**src/rtl/dsi_pkg.sv**
```systemverilog
`default_nettype none
// ============================================================================
// Module      : dsi_pkg
// Description : Shared types, constants and the header ECC helper for the
//               DSI packetizer slice.
//               Contents: FSM state enum, DCS data-type codes, CRC-16
//               constants, dsi_ecc() 6-bit Hamming over the 24 header bits.
// Revision    : 1.0 - initial release
// ============================================================================
package dsi_pkg;

   typedef enum logic [2:0] {
      ST_IDLE    = 3'd0,
      ST_HDR     = 3'd1,
      ST_PAYLOAD = 3'd2,
      ST_CRC     = 3'd3,
      ST_END     = 3'd4,
      ST_GAP     = 3'd5
   } dsi_state_e;

   // DCS data types (DT field, VC excluded)
   localparam logic [5:0] DT_DCS_SHORT_WR0 = 6'h05;
   localparam logic [5:0] DT_DCS_SHORT_WR1 = 6'h15;
   localparam logic [5:0] DT_DCS_LONG_WR   = 6'h39;

   // Reflected CCITT CRC: LSB-first shift with 0x8408
   localparam logic [15:0] CRC_INIT = 16'hFFFF;
   localparam logic [15:0] CRC_POLY = 16'h8408;

   // Header ECC. d[7:0] = DI (bit0 = D0), d[23:8] = WC. P7:P6 are zero and
   // are added by the caller when the byte is formed.
   function automatic logic [5:0] dsi_ecc(input logic [23:0] d);
      logic [5:0] p;
      p[0] = d[0]^d[1]^d[2]^d[4]^d[5]^d[7]^d[10]^d[11]^d[13]^d[16]^d[20]^d[21]^d[22]^d[23];
      p[1] = d[0]^d[1]^d[3]^d[4]^d[6]^d[8]^d[10]^d[12]^d[14]^d[17]^d[20]^d[21]^d[22]^d[23];
      p[2] = d[0]^d[2]^d[3]^d[5]^d[6]^d[9]^d[11]^d[12]^d[15]^d[18]^d[20]^d[21]^d[22];
      p[3] = d[1]^d[2]^d[3]^d[7]^d[8]^d[9]^d[13]^d[14]^d[15]^d[19]^d[20]^d[21]^d[23];
      p[4] = d[4]^d[5]^d[6]^d[7]^d[8]^d[9]^d[16]^d[17]^d[18]^d[19]^d[20]^d[22]^d[23];
      p[5] = d[10]^d[11]^d[12]^d[13]^d[14]^d[15]^d[16]^d[17]^d[18]^d[19]^d[21]^d[22]^d[23];
      return p;
   endfunction

endpackage
`default_nettype wire

```
**src/rtl/dsi_packetizer_if.sv**
```systemverilog
`default_nettype none
// ============================================================================
// Module      : dsi_packetizer_if
// Description : Bundles the command, payload and mipi-side byte bus.
//               slave  : the packetizer (takes commands/payload, drives mipi)
//               master : the display controller / mipi model around it
//               cmd_*  : command valid/ready with long flag, DI and WC
//               pl_*   : payload byte valid/ready
//               b_req, d_req, d_out, d_ack : mipi bus/data request bus
// Revision    : 1.0 - initial release
// ============================================================================
interface dsi_packetizer_if;
   logic        cmd_valid;
   logic        cmd_ready;
   logic        cmd_long;
   logic [7:0]  cmd_di;
   logic [15:0] cmd_wc;
   logic [7:0]  pl_data;
   logic        pl_valid;
   logic        pl_ready;
   logic        b_req;
   logic        d_req;
   logic [7:0]  d_out;
   logic        d_ack;

   modport slave (
      input  cmd_valid, cmd_long, cmd_di, cmd_wc, pl_data, pl_valid, d_ack,
      output cmd_ready, pl_ready, b_req, d_req, d_out
   );

   modport master (
      output cmd_valid, cmd_long, cmd_di, cmd_wc, pl_data, pl_valid, d_ack,
      input  cmd_ready, pl_ready, b_req, d_req, d_out
   );
endinterface
`default_nettype wire

```
**src/rtl/dsi_crc16.sv**
```systemverilog
`default_nettype none
// ============================================================================
// Module      : dsi_crc16
// Description : Byte-wide reflected CRC-16 (x^16+x^12+x^5+1) register.
//               clk, rst (sync, active-low) ; init : load CRC_INIT
//               en : fold d[7:0] in LSB-first ; crc : current remainder
// Revision    : 1.0 - initial release
// ============================================================================
module dsi_crc16
   import dsi_pkg::*;
(
   input  wire logic        clk,
   input  wire logic        rst,
   input  wire logic        init,
   input  wire logic        en,
   input  wire logic [7:0]  d,
   output      logic [15:0] crc
);

   logic [15:0] crc_q;
   logic [15:0] crc_d;

   always_comb begin
      crc_d = crc_q;
      if (init) begin
         crc_d = CRC_INIT;
      end else if (en) begin
         for (int i = 0; i < 8; i++) begin
            if (crc_d[0] ^ d[i]) crc_d = (crc_d >> 1) ^ CRC_POLY;
            else                 crc_d = crc_d >> 1;
         end
      end
   end

   always_ff @(posedge clk) begin
      if (!rst) crc_q <= CRC_INIT;
      else      crc_q <= crc_d;
   end

   assign crc = crc_q;

endmodule
`default_nettype wire

```
**src/rtl/dsi_packetizer.sv**
```systemverilog
`default_nettype none
// ============================================================================
// Module      : dsi_packetizer
// Description : Builds DSI short/long packets (header + ECC, payload, CRC-16)
//               and streams them byte-by-byte to the mipi lane transmitter.
//               clk, rst (sync, active-low)
//               bus      : command / payload / mipi byte bus (slave view)
//               underrun : payload byte missing while in the payload phase
//               busy     : command accepted and gap not yet finished
// Revision    : 1.0 - initial release
// ============================================================================
module dsi_packetizer
   import dsi_pkg::*;
#(
   parameter int GAP_CYCLES = 2
) (
   input  wire logic      clk,
   input  wire logic      rst,
   dsi_packetizer_if.slave bus,
   output      logic      underrun,
   output      logic      busy
);

   localparam int              GAP_W    = (GAP_CYCLES > 1) ? $clog2(GAP_CYCLES) : 1;
   localparam logic [GAP_W-1:0] GAP_LAST = GAP_W'(GAP_CYCLES - 1);

   dsi_state_e        state_q, state_d;
   logic [1:0]        idx_q,   idx_d;    // byte index inside HDR / CRC
   logic [15:0]       cnt_q,   cnt_d;    // payload bytes transferred
   logic [GAP_W-1:0]  gap_q,   gap_d;
   logic [7:0]        di_q,    di_d;
   logic [15:0]       wc_q,    wc_d;
   logic              long_q,  long_d;
   logic [5:0]        ecc_q,   ecc_d;

   logic        cmd_ready;
   logic        pl_ready;
   logic        b_req;
   logic        d_req;
   logic [7:0]  d_out;
   logic        crc_init;
   logic        crc_en;
   logic [15:0] crc;

   dsi_crc16 u_crc (
      .clk  (clk),
      .rst  (rst),
      .init (crc_init),
      .en   (crc_en),
      .d    (bus.pl_data),
      .crc  (crc)
   );

   always_comb begin
      state_d  = state_q;
      idx_d    = idx_q;
      cnt_d    = cnt_q;
      gap_d    = gap_q;
      di_d     = di_q;
      wc_d     = wc_q;
      long_d   = long_q;
      ecc_d    = ecc_q;
      cmd_ready = 1'b0;
      pl_ready  = 1'b0;
      b_req     = 1'b0;
      d_req     = 1'b0;
      d_out     = 8'h00;
      underrun  = 1'b0;
      crc_init  = 1'b0;
      crc_en    = 1'b0;

      case (state_q)
         ST_IDLE: begin
            cmd_ready = 1'b1;
            if (bus.cmd_valid) begin
               di_d     = bus.cmd_di;
               wc_d     = bus.cmd_wc;
               long_d   = bus.cmd_long;
               ecc_d    = dsi_ecc({bus.cmd_wc, bus.cmd_di});
               idx_d    = 2'd0;
               crc_init = 1'b1;
               state_d  = ST_HDR;
            end
         end

         ST_HDR: begin
            b_req = 1'b1;
            d_req = 1'b1;
            case (idx_q)
               2'd0:    d_out = di_q;
               2'd1:    d_out = wc_q[7:0];
               2'd2:    d_out = wc_q[15:8];
               default: d_out = {2'b00, ecc_q};
            endcase
            if (bus.d_ack) begin
               idx_d = idx_q + 2'd1;
               if (idx_q == 2'd3) begin
                  idx_d = 2'd0;
                  cnt_d = 16'd0;
                  if (!long_q)           state_d = ST_END;
                  else if (wc_q == 16'd0) state_d = ST_CRC;
                  else                   state_d = ST_PAYLOAD;
               end
            end
         end

         ST_PAYLOAD: begin
            // Straight pass-through; a missing byte stalls the burst rather
            // than truncating the packet.
            b_req    = 1'b1;
            d_req    = bus.pl_valid;
            d_out    = bus.pl_data;
            pl_ready = bus.d_ack && bus.pl_valid;
            underrun = !bus.pl_valid;
            if (pl_ready) begin
               crc_en = 1'b1;
               cnt_d  = cnt_q + 16'd1;
               // cnt_q + 1 never exceeds wc_q, so WC=65535 cannot wrap here.
               if ((cnt_q + 16'd1) == wc_q) begin
                  idx_d   = 2'd0;
                  state_d = ST_CRC;
               end
            end
         end

         ST_CRC: begin
            b_req = 1'b1;
            d_req = 1'b1;
            d_out = idx_q[0] ? crc[15:8] : crc[7:0];
            if (bus.d_ack) begin
               if (idx_q[0]) state_d = ST_END;
               else          idx_d   = 2'd1;
            end
         end

         ST_END: begin
            b_req   = 1'b1;
            gap_d   = '0;
            state_d = ST_GAP;
         end

         ST_GAP: begin
            if (gap_q == GAP_LAST) state_d = ST_IDLE;
            else                   gap_d   = gap_q + 1'b1;
         end

         default: state_d = ST_IDLE;
      endcase
   end

   always_ff @(posedge clk) begin
      if (!rst) begin
         state_q <= ST_IDLE;
         idx_q   <= 2'd0;
         cnt_q   <= 16'd0;
         gap_q   <= '0;
         di_q    <= 8'h00;
         wc_q    <= 16'h0000;
         long_q  <= 1'b0;
         ecc_q   <= 6'h00;
      end else begin
         state_q <= state_d;
         idx_q   <= idx_d;
         cnt_q   <= cnt_d;
         gap_q   <= gap_d;
         di_q    <= di_d;
         wc_q    <= wc_d;
         long_q  <= long_d;
         ecc_q   <= ecc_d;
      end
   end

   assign busy          = (state_q != ST_IDLE);
   assign bus.cmd_ready = cmd_ready;
   assign bus.pl_ready  = pl_ready;
   assign bus.b_req     = b_req;
   assign bus.d_req     = d_req;
   assign bus.d_out     = d_out;

endmodule
`default_nettype wire

```
**src/flat_wrapper.sv**
```systemverilog
// flat-port wrapper written by rule: the top's interface ports become plain ports
module dsi_packetizer_flat import dsi_pkg::*;
#(
   parameter int GAP_CYCLES = 2
)
  (clk, rst, underrun, busy, bus_cmd_valid, bus_cmd_long, bus_cmd_di, bus_cmd_wc, bus_pl_data, bus_pl_valid, bus_d_ack, bus_cmd_ready, bus_pl_ready, bus_b_req, bus_d_req, bus_d_out);
  dsi_packetizer_if bus_i ();
  input  wire logic clk;
  input  wire logic rst;
  output      logic underrun;
  output      logic busy;
  input wire logic [$bits(bus_i.cmd_valid)-1:0] bus_cmd_valid;
  input wire logic [$bits(bus_i.cmd_long)-1:0] bus_cmd_long;
  input wire logic [$bits(bus_i.cmd_di)-1:0] bus_cmd_di;
  input wire logic [$bits(bus_i.cmd_wc)-1:0] bus_cmd_wc;
  input wire logic [$bits(bus_i.pl_data)-1:0] bus_pl_data;
  input wire logic [$bits(bus_i.pl_valid)-1:0] bus_pl_valid;
  input wire logic [$bits(bus_i.d_ack)-1:0] bus_d_ack;
  output wire logic [$bits(bus_i.cmd_ready)-1:0] bus_cmd_ready;
  output wire logic [$bits(bus_i.pl_ready)-1:0] bus_pl_ready;
  output wire logic [$bits(bus_i.b_req)-1:0] bus_b_req;
  output wire logic [$bits(bus_i.d_req)-1:0] bus_d_req;
  output wire logic [$bits(bus_i.d_out)-1:0] bus_d_out;
  assign bus_i.cmd_valid = bus_cmd_valid;
  assign bus_i.cmd_long = bus_cmd_long;
  assign bus_i.cmd_di = bus_cmd_di;
  assign bus_i.cmd_wc = bus_cmd_wc;
  assign bus_i.pl_data = bus_pl_data;
  assign bus_i.pl_valid = bus_pl_valid;
  assign bus_i.d_ack = bus_d_ack;
  assign bus_cmd_ready = bus_i.cmd_ready;
  assign bus_pl_ready = bus_i.pl_ready;
  assign bus_b_req = bus_i.b_req;
  assign bus_d_req = bus_i.d_req;
  assign bus_d_out = bus_i.d_out;
  dsi_packetizer #(.GAP_CYCLES(GAP_CYCLES)) u_core (.clk(clk), .rst(rst), .bus(bus_i), .underrun(underrun), .busy(busy));
endmodule
```
**config.mk**
```make
export PLATFORM = sky130hd
export DESIGN_NAME = dsi_packetizer_flat
export DESIGN_NICKNAME = d
export VERILOG_FILES = /design/src/rtl/dsi_pkg.sv /design/src/rtl/dsi_packetizer_if.sv /design/src/rtl/dsi_crc16.sv /design/src/rtl/dsi_packetizer.sv /design/src/flat_wrapper.sv
export SDC_FILE = /design/constraint.sdc
export NUM_CORES = 1
export LEC_CHECK = 0
export ABC_AREA = 1
export CAP_MARGIN = 20
export CELL_PAD_IN_SITES_DETAIL_PLACEMENT = 1
export CELL_PAD_IN_SITES_GLOBAL_PLACEMENT = 2
export CORE_ASPECT_RATIO = 0.6
export CORE_UTILIZATION = 29
export DETAILED_ROUTE_END_ITERATION = 8
export GPL_ROUTABILITY_DRIVEN = 0
export MAX_ROUTING_LAYER = met4
export PLACE_DENSITY = 0.76
export RECOVER_POWER = 25
export SETUP_SLACK_MARGIN = 0.2
export SLEW_MARGIN = 30
export SYNTH_ARGS = -nofsm -noshare
export SYNTH_HDL_FRONTEND = slang
export SYNTH_SLANG_ARGS = --single-unit
```
**constraint.sdc**
```tcl
create_clock -name clk -period 1.9 [get_ports clk]
set_input_delay 0.19 -clock clk [delete_from_list [all_inputs] [get_ports clk]]
set_output_delay 0.19 -clock clk [all_outputs]
set_load 0.01 [all_outputs]
```
Word-level counts from Yosys, hierarchy flattened

Cells that the tools add are included.

Register bits: 69
Bits in latches: 0
RAM bits: 0
Memory bits (read-only): 0
Input port bits: 38
Output and inout port bits: 14
Memories kept: 0

Add/sub/neg operators: 3
Multipliers: 0
Divide/modulo/power cells: 0
Order comparisons: 0
Eq/ne operators: 18
Shift operators: 0
Multiplexer cells: 59
Bitwise operators: 90
Reduce and logical (&&, ||, !) cells: 17

Operator list:

| kind                    | number |
|---|---|
| $mux W16                | 25 |
| $xor A1 B1 Y1           | 81 |
| $pmux W8 S3             | 2 |
| $pmux W16 S2            | 1 |
| $mux W3                 | 9 |
| $not A2 Y3              | 8 |
| $pmux W3 S6             | 1 |
| $add A16 B1 Y16 const B | 1 |
| $eq A16 B16 Y1          | 1 |
| $logic_not A16 Y1       | 1 |
| $mux W2                 | 7 |
| $mux W1                 | 10 |
| $ne A2 B1 Y1 const B    | 5 |
| $mux W8                 | 1 |
| $ne A2 B2 Y1 const B    | 4 |
| $pmux W2 S4             | 1 |
| $reduce_and A8 Y1       | 1 |
| $reduce_and A7 Y1       | 1 |
| $eq A3 B2 Y1 const B    | 2 |
| $eq A3 B3 Y1 const B    | 2 |
| $reduce_and A6 Y1       | 1 |
| $eq A2 B2 Y1 const B    | 2 |
| $pmux W1 S2             | 2 |
| $reduce_and A4 Y1       | 1 |
| 15 further kinds        | 17 |

Logic depth before layout (Yosys ltp)

Gate-level depths: netlist (run 1).

Word-level depth: 31
Mapped depth: 17

By module

From an unflattened synthesis (run 1), not the netlist that was laid out.

Cells, all modules: 739
Area total of the unflattened synthesis: 4849.7 sq um

By module, submodules not included:

| module         | times used | cells each | area each (sq um) |
|---|---|---|---|
| dsi_packetizer | 1          | 578        | 3854.9 |
| dsi_crc16      | 1          | 161        | 994.7 |

Least setup slack after synthesis (run 1)

OpenSTA, ideal clock, no wires.

Path type: flip-flop to flip-flop
Start: register u_core.cnt_q[0]
End: register u_core.state_q[0]
Arrival time: 1841 ps
Path slack: -54 ps
Cell stages (with the launch flop): 17
Period minus slack after synthesis: 1954 ps
Path through: dfxtp_1 > ha_1 > inv_2 > nor2_2 > nand2_1 > nand2_1 > inv_2 > nand2_1 > nand2_1 > nor2_1 > nand3_1 > nor2_1 > nand3_2 > nand2_4 > nand2_2 > nor2_1 > nor2_1

Word-level cells in the longest chain between the ends: 4

Ends and longest elaborated chain:

| element                            | RTL line              | text |
|---|---|---|
| from (decl)                        | dsi_packetizer.sv:29  | `logic [15:0] cnt_q, cnt_d;` |
| from (signal assigned)             | dsi_packetizer.sv:164 | `cnt_q <= cnt_d;` |
| $add A16 B1 Y16                    | dsi_packetizer.sv:119 | `if ((cnt_q + 16'd1) == wc_q) begin` |
| $eq A16 B16 Y1                     | dsi_packetizer.sv:119 |  |
| $ne A2 B1 Y1 (no source line)      | n/a                   |  |
| $reduce_and A8 Y1 (no source line) | n/a                   |  |
| to (signal assigned)               | dsi_packetizer.sv:162 | `state_q <= state_d;` |
| to (decl)                          | dsi_packetizer.sv:27  | `dsi_state_e state_q, state_d;` |

Every way passes these cells.
A chain may end at the register's enable or synchronous reset.

Worst setup path after layout (run 1)

Start: register u_core.cnt_q[3]
End: register u_core.idx_q[1]

Word-level cells in the longest chain between the ends: 4

Ends and longest elaborated chain:

| element                            | RTL line              | text |
|---|---|---|
| $add A16 B1 Y16                    | dsi_packetizer.sv:119 |  |
| $eq A16 B16 Y1                     | dsi_packetizer.sv:119 |  |
| $ne A2 B1 Y1 (no source line)      | n/a                   |  |
| $reduce_and A7 Y1 (no source line) | n/a                   |  |
| to (signal assigned)               | dsi_packetizer.sv:163 | `idx_q <= idx_d;` |
| to (decl)                          | dsi_packetizer.sv:28  | `logic [1:0] idx_q, idx_d;` |

Every way passes these cells.

==> impl_metrics.ini, run 1 <==
[yosys]
synth.avg_cell_area_um2 = 6.96
synth_edf_count = 0
yosysWarnings = 0
ys_ff_latch = 69
synth.most_common_cell = nand2_1
ys.flop_type = dfxtp_1
syn_nets = 702
postSynth.asyncResetShare = 0
synthTopCellsByCount = nand2_1, dfxtp_1, nor2_1, xnor2_1, inv_1
syn_area_um2 = 4590
synth_area_leaders = dfxtp_1, xnor2_1, nand2_1, a21oi_1, xor2_1
ys_seq_area_frac = 0.301
synth_cell_types = 39
yosys.area.top_type_share = 0.301
synth_top_cell_by_area = dfxtp_1
syn_inst = 659

[power]
p_sw_frac = 0.398
peakVddDrop_uv = 678
powerDensity_nw_per_um2 = 1020
clockPowerShare = 0.262
switchingPower_mw = 3.03
pwr-share-comb = 0.473
power_mw = 7.61
p_leak_nw = 3.11
p_int_mw = 4.58
power_frac_seq = 0.265

[critical_path]
crit_family = simple AND/OR/NAND/NOR gates
worst-path-buf-inv = 2
crit_fanout = 7
crit_path_end_kind = register
crit_chain = nand2_2 -> buf_4 -> o21bai_1 -> nand2_2 -> nand2_1 -> nand2_2 -> nor2_4 -> nand3_2 -> nor2_2 -> nand3_2 -> nand2_4 -> nand3_2 -> nand2_2 -> inv_2 -> nor2_1
startpoint = u_core.cnt_q[3]
worstSetupPathType = reg2reg
critPathRequiredTime_ns = 2.18
max_stage_delay_ns = 0.39
start_kind = register
cpMaxStageDelayCell = dfxtp_1
rr_startpoint = u_core.cnt_q[3]
path_common_cell = nand2_2
worstPathArrival_ns = 2.35

[clocking]
root_buffer = clkbuf_16
path_clk_slew_ns = 0.07
cts.path.max_buffers = 2
postCtsHoldBufs = 0
cts_sinks = 69
insertion_delay_ns = 0.34
htree_num_levels = 3
cts_buffers = 9
cts_tree = done

[die]
dieArea_um2 = 16300
boundaryPins = 52
die_x_um = 164
fp.dieH_um = 99.4
core_area_um2 = 15400
rows = 35
initial_core_util = 0.298

[global_route]
use_met3 = 0.0525
grt_use_total = 0.246
groute.layer.met1.usage = 0.342
gr-max-usage-layer = met2
grt_start_max_net_pins = 33
grt_pass1_vias = 5376
overflow = 0
use_met2 = 0.364
antenna_found_initial = 0
grt_first_pass_wirelength_um = 29500

[flow_run]
maxCapViolCount = 0

[placement]
dpl.hpwl_um = 13800
io_buffers = 51
dp_cells = 992

[routing]
drtIter0Drc = 344
drt_wl_total_um = 19900
drc = 0
drt-wirelength-per-cell_um = 19.1
avgViaCountPerCell = 4.96
routed-via-count = 5175
ant_nets = 0
drtPass1Iterations = 4

[sta]
worst_slew_pin_slew_ns = 0.593
maxSlewHeadroom = 0.602
worst_slack_ns = -0.172
finalHoldViolations = 0
period_needed_ns = 2.07
rsz0062_at_grt = true
fmax_ghz = 0.483
clock_skew_ns = 0.0114
fin_crit_sh = 1.09
slew_violations = 0
finalSetupViolations = 27

[final_layout]
diodes = 0
drive_gt1_frac = 0.376
area_delta_synth_final_pct = 62.6
final_util = 0.484
finalNonFillerCells = 1044
nNetsFinal = 879

[hold_path]
min_path_type = in2reg
holdCritStartpoint = bus_cmd_wc[14]

[status]
violations = setup timing
status = complete, but fails checks
## worst min-delay path, delay by kind of cell
kind | cells | cell delay, ns
and+or+nand+nor | 2 | 0.15
buffers and inverters | 2 | 0.37
## final cells by class
type	instances	area, um2
Multi-Input combinational cell	495	3390
Clock buffer	11	264
Sequential cell	69	1400
Timing Repair inverter	2	17.5
Fill cell	1844	7950
Clock inverter	5	86.3
Timing Repair Buffer	189	1750
Inverter	70	300
Tap cell	203	254
## registers in the layout, summed over array words and instances, names as in the netlist
name	flops
u_core.cnt_q	16
u_core.u_crc.crc	16
u_core.wc_q	16
u_core.di_q	8
u_core.ecc_q	6
u_core.state_q	3
u_core.idx_q	2
u_core.gap_q	1
u_core.long_q	1
## layout by cell type (no fill, tap or decap), types with 28 or more instances in the layout
master and count:
o21ai_0 33, nor2_1 45, clkdlybuf4s50_1 35, inv_1 49, nand3_1 37, xnor2_1 56, xor2_1 28, buf_4 102
a21oi_2 29, nand2_1 104, dfxtp_1 62
## stage by stage
step / area [um2] / setup WS, ns / setup TNS (ns) / hold WS, ns
3_5_place_dp: 6060 / -0.213 / -2.65 / 0.499
2_1_floorplan: 4610 / 0.192 / 0 / 0.325
5_1_grt: 7460 / -0.306 / -6.63 / 0.445
6_report: 7460 / -0.172 / -1.30 / 0.435
3_3_place_gp: 6060 / -0.164 / -1.63 / 0.485
4_1_cts: 7070 / -0.0912 / -0.443 / 0.526
## timing repair
| action | CTS | global route |
|---|---|---|
| gates resized for setup | 178 | 85 |
| setup endpoints to repair | 78 | 62 |
| setup buffers | 19 | 10 |
| pin swaps | 46 | 69 |
| gates cloned | 4 | 3 |
## cells by family (layout without fill, tap and decap cells)
family                     count (synthesis)  in the layout  share of synthesized area
AOI/OAI and AO/OA                        136            136                      0.166
xor gates and xnor gates                  91             91                      0.183
adders and majority gates                  5              5                     0.0136
buffers and inverters                     95            277                     0.0834
DFF                                       69             69                      0.301
and+or+nand+nor                          263            263                      0.253
## routing by layer
layer | up-vias | routed length [um]
li1 | 2505 | -
met1 | 2537 | 9730
met4 | 0 | 207
met5 | - | 0
met2 | 119 | 8770
met3 | 14 | 1230
## path summary, 6_finish.rpt
| path | to | slack (ns) | cells past startpoint |
|---|---|---|---|
| setup / recovery | u_core.idx_q[1] | -0.17 | 15 |
| hold / removal | u_core.wc_q[14] | 0.44 | 4 |
| setup reg to reg | u_core.idx_q[1] | -0.17 | 15 |
| hold reg to reg | u_core.gap_q | 0.51 | 2 |
## power groups by stage
stage                     Sequential, mW  Clock [mW]  Combinational, mW
final                               2.02        1.99               3.60
after floorplan                     1.87           0               1.59
after global placement              1.99           0               2.72
after detailed placement            1.98           0               2.79
after global routing                2.04        2.09               3.88
after CTS                           2.00        2.01               3.08
Note: power is estimated with default switching activity, not from simulation.
==> run 2, diff against run 1 <==
--- a/config.mk
+++ b/config.mk
@@ -14,7 +14,7 @@
 export DETAILED_ROUTE_END_ITERATION = 8
 export GPL_ROUTABILITY_DRIVEN = 0
 export MAX_ROUTING_LAYER = met4
-export PLACE_DENSITY = 0.76
+export PLACE_DENSITY_LB_ADDON = 0.1
 export RECOVER_POWER = 25
 export SETUP_SLACK_MARGIN = 0.2
 export SLEW_MARGIN = 30
==> run 2 against run 1 <==
  * The run still ends with setup timing left
  * Largest cell class unchanged
  * Critical endpoint is now u_core.state_q[0]
  * Wire length grew 0.61%
  * Sequential cell count unchanged
  * Global-route usage is 0.23 points higher
  * Sequential power about the same
==> impl_metrics.ini, run 2 (synthesized netlist as in run 1, its figures left out) <==
[status]
status = complete, but fails checks
violations = setup timing

[final_layout]
final_cell_mix = nand2_1, buf_4, dfxtp_1, inv_1, xnor2_1
diodes = 0
nNetsFinal = 882
drive_gt1_frac = 0.393
finalNonFillerCells = 1047
area_delta_synth_final_pct = 66.5
finalInstanceArea_um2 = 7640
final_util = 0.496

[clocking]
htree_num_levels = 3
root_buffer = clkbuf_16
insertion_delay_ns = 0.35
cts_tree = done
postCtsHoldBufs = 0
path_clk_slew_ns = 0.06
cts_sinks = 69
cts.path.max_buffers = 2
cts_buffers = 9

[die]
initial_core_util = 0.298
dieArea_um2 = 16300
rows = 35
boundaryPins = 52
die_x_um = 164
core_area_um2 = 15400
fp.dieH_um = 99.4

[sta]
fin_crit_sh = 1.08
worst_slack_ns = -0.143
rsz0062_at_grt = true
clock_skew_ns = 0.0135
finalHoldViolations = 0
worst_slew_pin_slew_ns = 0.623
slew_violations = 0
fin_hold_ws_ns = 0.323
finalSetupViolations = 16
fmax_ghz = 0.489
period_needed_ns = 2.04
tns_ns = -0.913
maxSlewHeadroom = 0.581

[routing]
drt-wirelength-per-cell_um = 19.2
ant_nets = 0
drt_wl_total_um = 20100
routed-via-count = 5223
avgViaCountPerCell = 4.99
drtPass1Iterations = 4
drc = 0
drtIter0Drc = 259

[power]
p_leak_nw = 3.20
peakVddDrop_uv = 595
powerDensity_nw_per_um2 = 957
power_mw = 7.31

[global_route]
grt_first_pass_wirelength_um = 29800
grt_start_max_net_pins = 28
overflow = 0
grt_pass1_vias = 5451
grt_use_total = 0.249
antenna_found_initial = 0

[placement]
pre_cts_ws_ns = -0.206
dpl.hpwl_um = 14000
io_buffers = 51
dpl_cell_area_um2 = 6080
dp_cells = 995

[critical_path]
worstSetupPathType = reg2reg
cpMaxStageDelayCell = dfxtp_4
worst-path-buf-inv = 3
crit_path_end_kind = register
critPathRequiredTime_ns = 2.14
start_kind = register
max_stage_delay_ns = 0.36
r2r_setup_slack_ns = -0.14
crit_chain = ha_4 -> buf_4 -> nand2_1 -> nand2_1 -> buf_4 -> nand3_1 -> nand2_1 -> inv_1 -> nand3_1 -> nor2_1 -> nand3_2 -> nand2_4 -> nand2_4 -> nor2_1 -> nor2_1
worstPathArrival_ns = 2.28
crit_family = simple AND/OR/NAND/NOR gates
crit_fanout = 7

[hold_path]
min_path_type = in2reg

[flow_run]
maxCapViolCount = 0
## run 2: cell types whose count changed in the layout (fill, tap and decap cells not counted), moves of 5 or more
cell	before	now
o21ai_0	33	19
buf_6	23	31
o21ai_1	11	19
buf_2	10	4
dfxtp_1	62	57
inv_1	49	54
o21ai_2	8	13
## run 2: final timing paths
check / start / to / cells past startpoint
max: u_core.cnt_q[1] / u_core.state_q[0] / 15
min: bus_cmd_wc[12] / u_core.wc_q[12] / 3
max reg2reg: u_core.cnt_q[1] / u_core.state_q[0] / 15
min reg2reg: u_core.gap_q / u_core.gap_q / 2
## run 2: layout make-up
cell class | count | area (um2)
Fill cell | 1871 | 7770
Multi-Input combinational cell | 495 | 3480
Timing Repair Buffer | 194 | 1920
Sequential cell | 69 | 1410
Inverter | 70 | 285
Clock buffer | 13 | 272
Tap cell | 203 | 254
Clock inverter | 3 | 17.5
## run 2: tightest hold or removal path, cell delays in order
cell	delay, ns
dlymetal6s2s_1	0.21
o21ai_1	0.16
a21oi_1	0.05
## run 2: routing by layer
metal  up-vias  global-route usage  share of wire
li1       2524                   -              -
met1      2609               0.352           0.52
met2        78               0.374           0.44
met3        12              0.0400          0.034
met4         0              0.0430         0.0071
met5         -                   -              0
## run 2: what timing repair did
item,CTS,global route
resized for setup,207,103
setup endpoints to repair,68,77
setup buffers,24,6
pin swaps,52,49
cloned,4,2
## run 2: where the power goes
part | total, mW | switching, mW | internal (mW)
logic | 3.61 | 1.93 | 1.67
clock network | 1.68 | 0.680 | 0.997
registers | 2.03 | 0.320 | 1.71
==> run 3, diff against run 2 <==
--- a/config.mk
+++ b/config.mk
@@ -14,7 +14,7 @@
 export DETAILED_ROUTE_END_ITERATION = 8
 export GPL_ROUTABILITY_DRIVEN = 0
 export MAX_ROUTING_LAYER = met4
-export PLACE_DENSITY_LB_ADDON = 0.1
+export PLACE_DENSITY = 0.77
 export RECOVER_POWER = 25
 export SETUP_SLACK_MARGIN = 0.2
 export SLEW_MARGIN = 30
==> run 3 against run 2 <==
  * The flow still finishes with violations (setup timing)
  * Count of clock-buffer cells in the layout is 2 lower
  * Clock skew is 0.00085 ns lower
  * Via count is 1.9% higher
  * Die area stayed put
  * Design area is 4.8% higher
  * Sequential share of layout area is 0.88 points lower
  * Sequential power hardly changed
  * Worst hold slack better by 0.0049 ns
  * Critical path depth stayed put
  * Critical path type unchanged
  * Highest routed layer unchanged
==> impl_metrics.ini, run 3 (synthesized netlist as in run 1, its figures left out) <==
[status]
status = complete, but fails checks
violations = setup timing

[critical_path]
crit_fanout = 7
path_common_cell = nand2_2
cpMaxStageDelayCell = dfxtp_4
critPathRequiredTime_ns = 2.17
start_kind = register
worst-path-buf-inv = 2
crit_family = simple AND/OR/NAND/NOR gates
worstPathArrival_ns = 2.38
rr_worst_depth = 15
worstSetupPathType = reg2reg
crit_path_end_kind = register
rr_startpoint = u_core.cnt_q[1]
r2r_end = u_core.state_q[1]
crit_chain = ha_4 -> inv_4 -> nor2_4 -> nand2_2 -> nand2_2 -> inv_2 -> nand2_1 -> nand2_2 -> nor2_2 -> nand3_2 -> nor2_2 -> nand3_2 -> nand2_4 -> nand3_1 -> a21oi_2
r2r_setup_slack_ns = -0.22
max_stage_delay_ns = 0.39

[routing]
avgViaCountPerCell = 5.05
routed-via-count = 5320
drt-wirelength-per-cell_um = 20.2
drtPass1Iterations = 5
ant_nets = 0
drc = 0
drt_wl_total_um = 21300
drtIter0Drc = 332

[global_route]
antenna_found_initial = 0
grt_pass1_vias = 5527
grt_use_total = 0.256
overflow = 0
grt_start_max_net_pins = 34
grt_first_pass_wirelength_um = 30800

[clocking]
cts_buffers = 9
cts.path.max_buffers = 2
htree_num_levels = 3
cts_tree = done
path_clk_slew_ns = 0.07
root_buffer = clkbuf_16
insertion_delay_ns = 0.35
cts_sinks = 69
postCtsHoldBufs = 0

[sta]
worst_slack_ns = -0.216
maxSlewHeadroom = 0.676
rsz0062_at_grt = true
finalHoldViolations = 0
fin_crit_sh = 1.11
fmax_ghz = 0.473
finalSetupViolations = 51
clock_skew_ns = 0.0127
period_needed_ns = 2.12
slew_violations = 0
tns_ns = -3.80
worst_slew_pin_slew_ns = 0.484

[hold_path]
holdCritStartpoint = bus_cmd_wc[5]
min_to = u_core.wc_q[5]
whs_path_depth = 3
min_path_type = in2reg

[power]
pwr-share-comb = 0.511
p_int_mw = 4.61
clockPowerShare = 0.230
p_leak_nw = 3.35
switchingPower_mw = 3.22
powerDensity_nw_per_um2 = 977
p_sw_frac = 0.411
power_frac_seq = 0.259
peakVddDrop_uv = 594

[final_layout]
final_util = 0.520
diodes = 0
drive_gt1_frac = 0.435
nNetsFinal = 889
area_delta_synth_final_pct = 74.5
finalInstanceArea_um2 = 8010
final_cell_mix = nand2_1, buf_4, dfxtp_1, xnor2_1, inv_1
layout_commonest_cell = nand2_1

[die]
boundaryPins = 52
dieArea_um2 = 16300
rows = 35
die_x_um = 164
fp.dieH_um = 99.4
core_area_um2 = 15400
initial_core_util = 0.298

[placement]
dpl.hpwl_um = 14100
dpl_cell_area_um2 = 6020
io_buffers = 51

[flow_run]
maxCapViolCount = 0
-- run 3: cell count changes in the layout (fill, tap and decap cells not counted), sizes merged --
| cell | change |
|---|---|
| bufinv | +1 |
| dlygate4sd3 | +1 |
| clkbuf | -2 |
| buf | +6 |
| clkdlybuf4s25 | +1 |
| clkdlybuf4s50 | -1 |
| clkinvlp | +1 |
-- run 3: area by class of cell --
class | instances | area, um2
Multi-Input combinational cell | 495 | 3700
Sequential cell | 69 | 1410
Fill cell | 1788 | 7410
Clock inverter | 5 | 58.8
Timing Repair Buffer | 201 | 2040
Tap cell | 203 | 254
Clock buffer | 11 | 253
Inverter | 70 | 293
-- run 3: worst max-delay path by stage --
stage	start	end	slack (ns)	cells after the start
after floorplan	u_core.cnt_q[0]	u_core.state_q[0]	0.19	16
after global placement	u_core.idx_q[0]	bus_d_out[4]	-0.21	7
after detailed placement	u_core.idx_q[0]	bus_d_out[4]	-0.21	7
after CTS	u_core.cnt_q[1]	u_core.state_q[0]	-0.09	17
after global routing	u_core.cnt_q[1]	u_core.state_q[1]	-0.33	13
final	u_core.cnt_q[1]	u_core.state_q[1]	-0.22	15
-- run 3: tightest hold or removal path, cell delays in order --
cell	delay, ns
dlymetal6s2s_1	0.21
o21ai_4	0.19
a21oi_4	0.03
-- run 3: metal layers --
metal / up-vias / GRT usage / part of all wire
li1: 2522 / - / -
met1: 2642 / 0.353 / 0.48
met2: 126 / 0.386 / 0.45
met3: 30 / 0.0521 / 0.055
met4: 0 / 0.0480 / 0.015
met5: - / - / 0
-- run 3: timing repair --
action | in CTS | in global routing
hold endpoints to repair | 0 | 0
gates cloned | 5 | 3
resized for setup | 208 | 148
endpoints found under the setup margin | 68 | 66
setup buffers | 22 | 23
pin swaps | 39 | 64
-- run 3: power groups by stage --
| stage | sequential [mW] | combinational, mW | clock (mW) |
|---|---|---|---|
| 3_5_place_dp | 1.97 | 2.80 | 0 |
| 6_report | 2.03 | 4.00 | 1.80 |
| 4_1_cts | 2.00 | 3.11 | 1.81 |
| 2_1_floorplan | 1.87 | 1.59 | 0 |
| 3_3_place_gp | 1.97 | 2.74 | 0 |
| 5_1_grt | 2.05 | 4.28 | 1.88 |
-- run 3: metrics by stage --
stage               power (mW)  cells  worst slack [ns]  hold slack, ns
floorplan                 3.46    659             0.192           0.325
global placement          4.71    985            -0.214           0.485
detailed placement        4.77    985            -0.215           0.493
CTS                       6.92   1028           -0.0908           0.501
global route              8.21   1054            -0.329           0.334
finish                    7.83   1054            -0.216           0.328
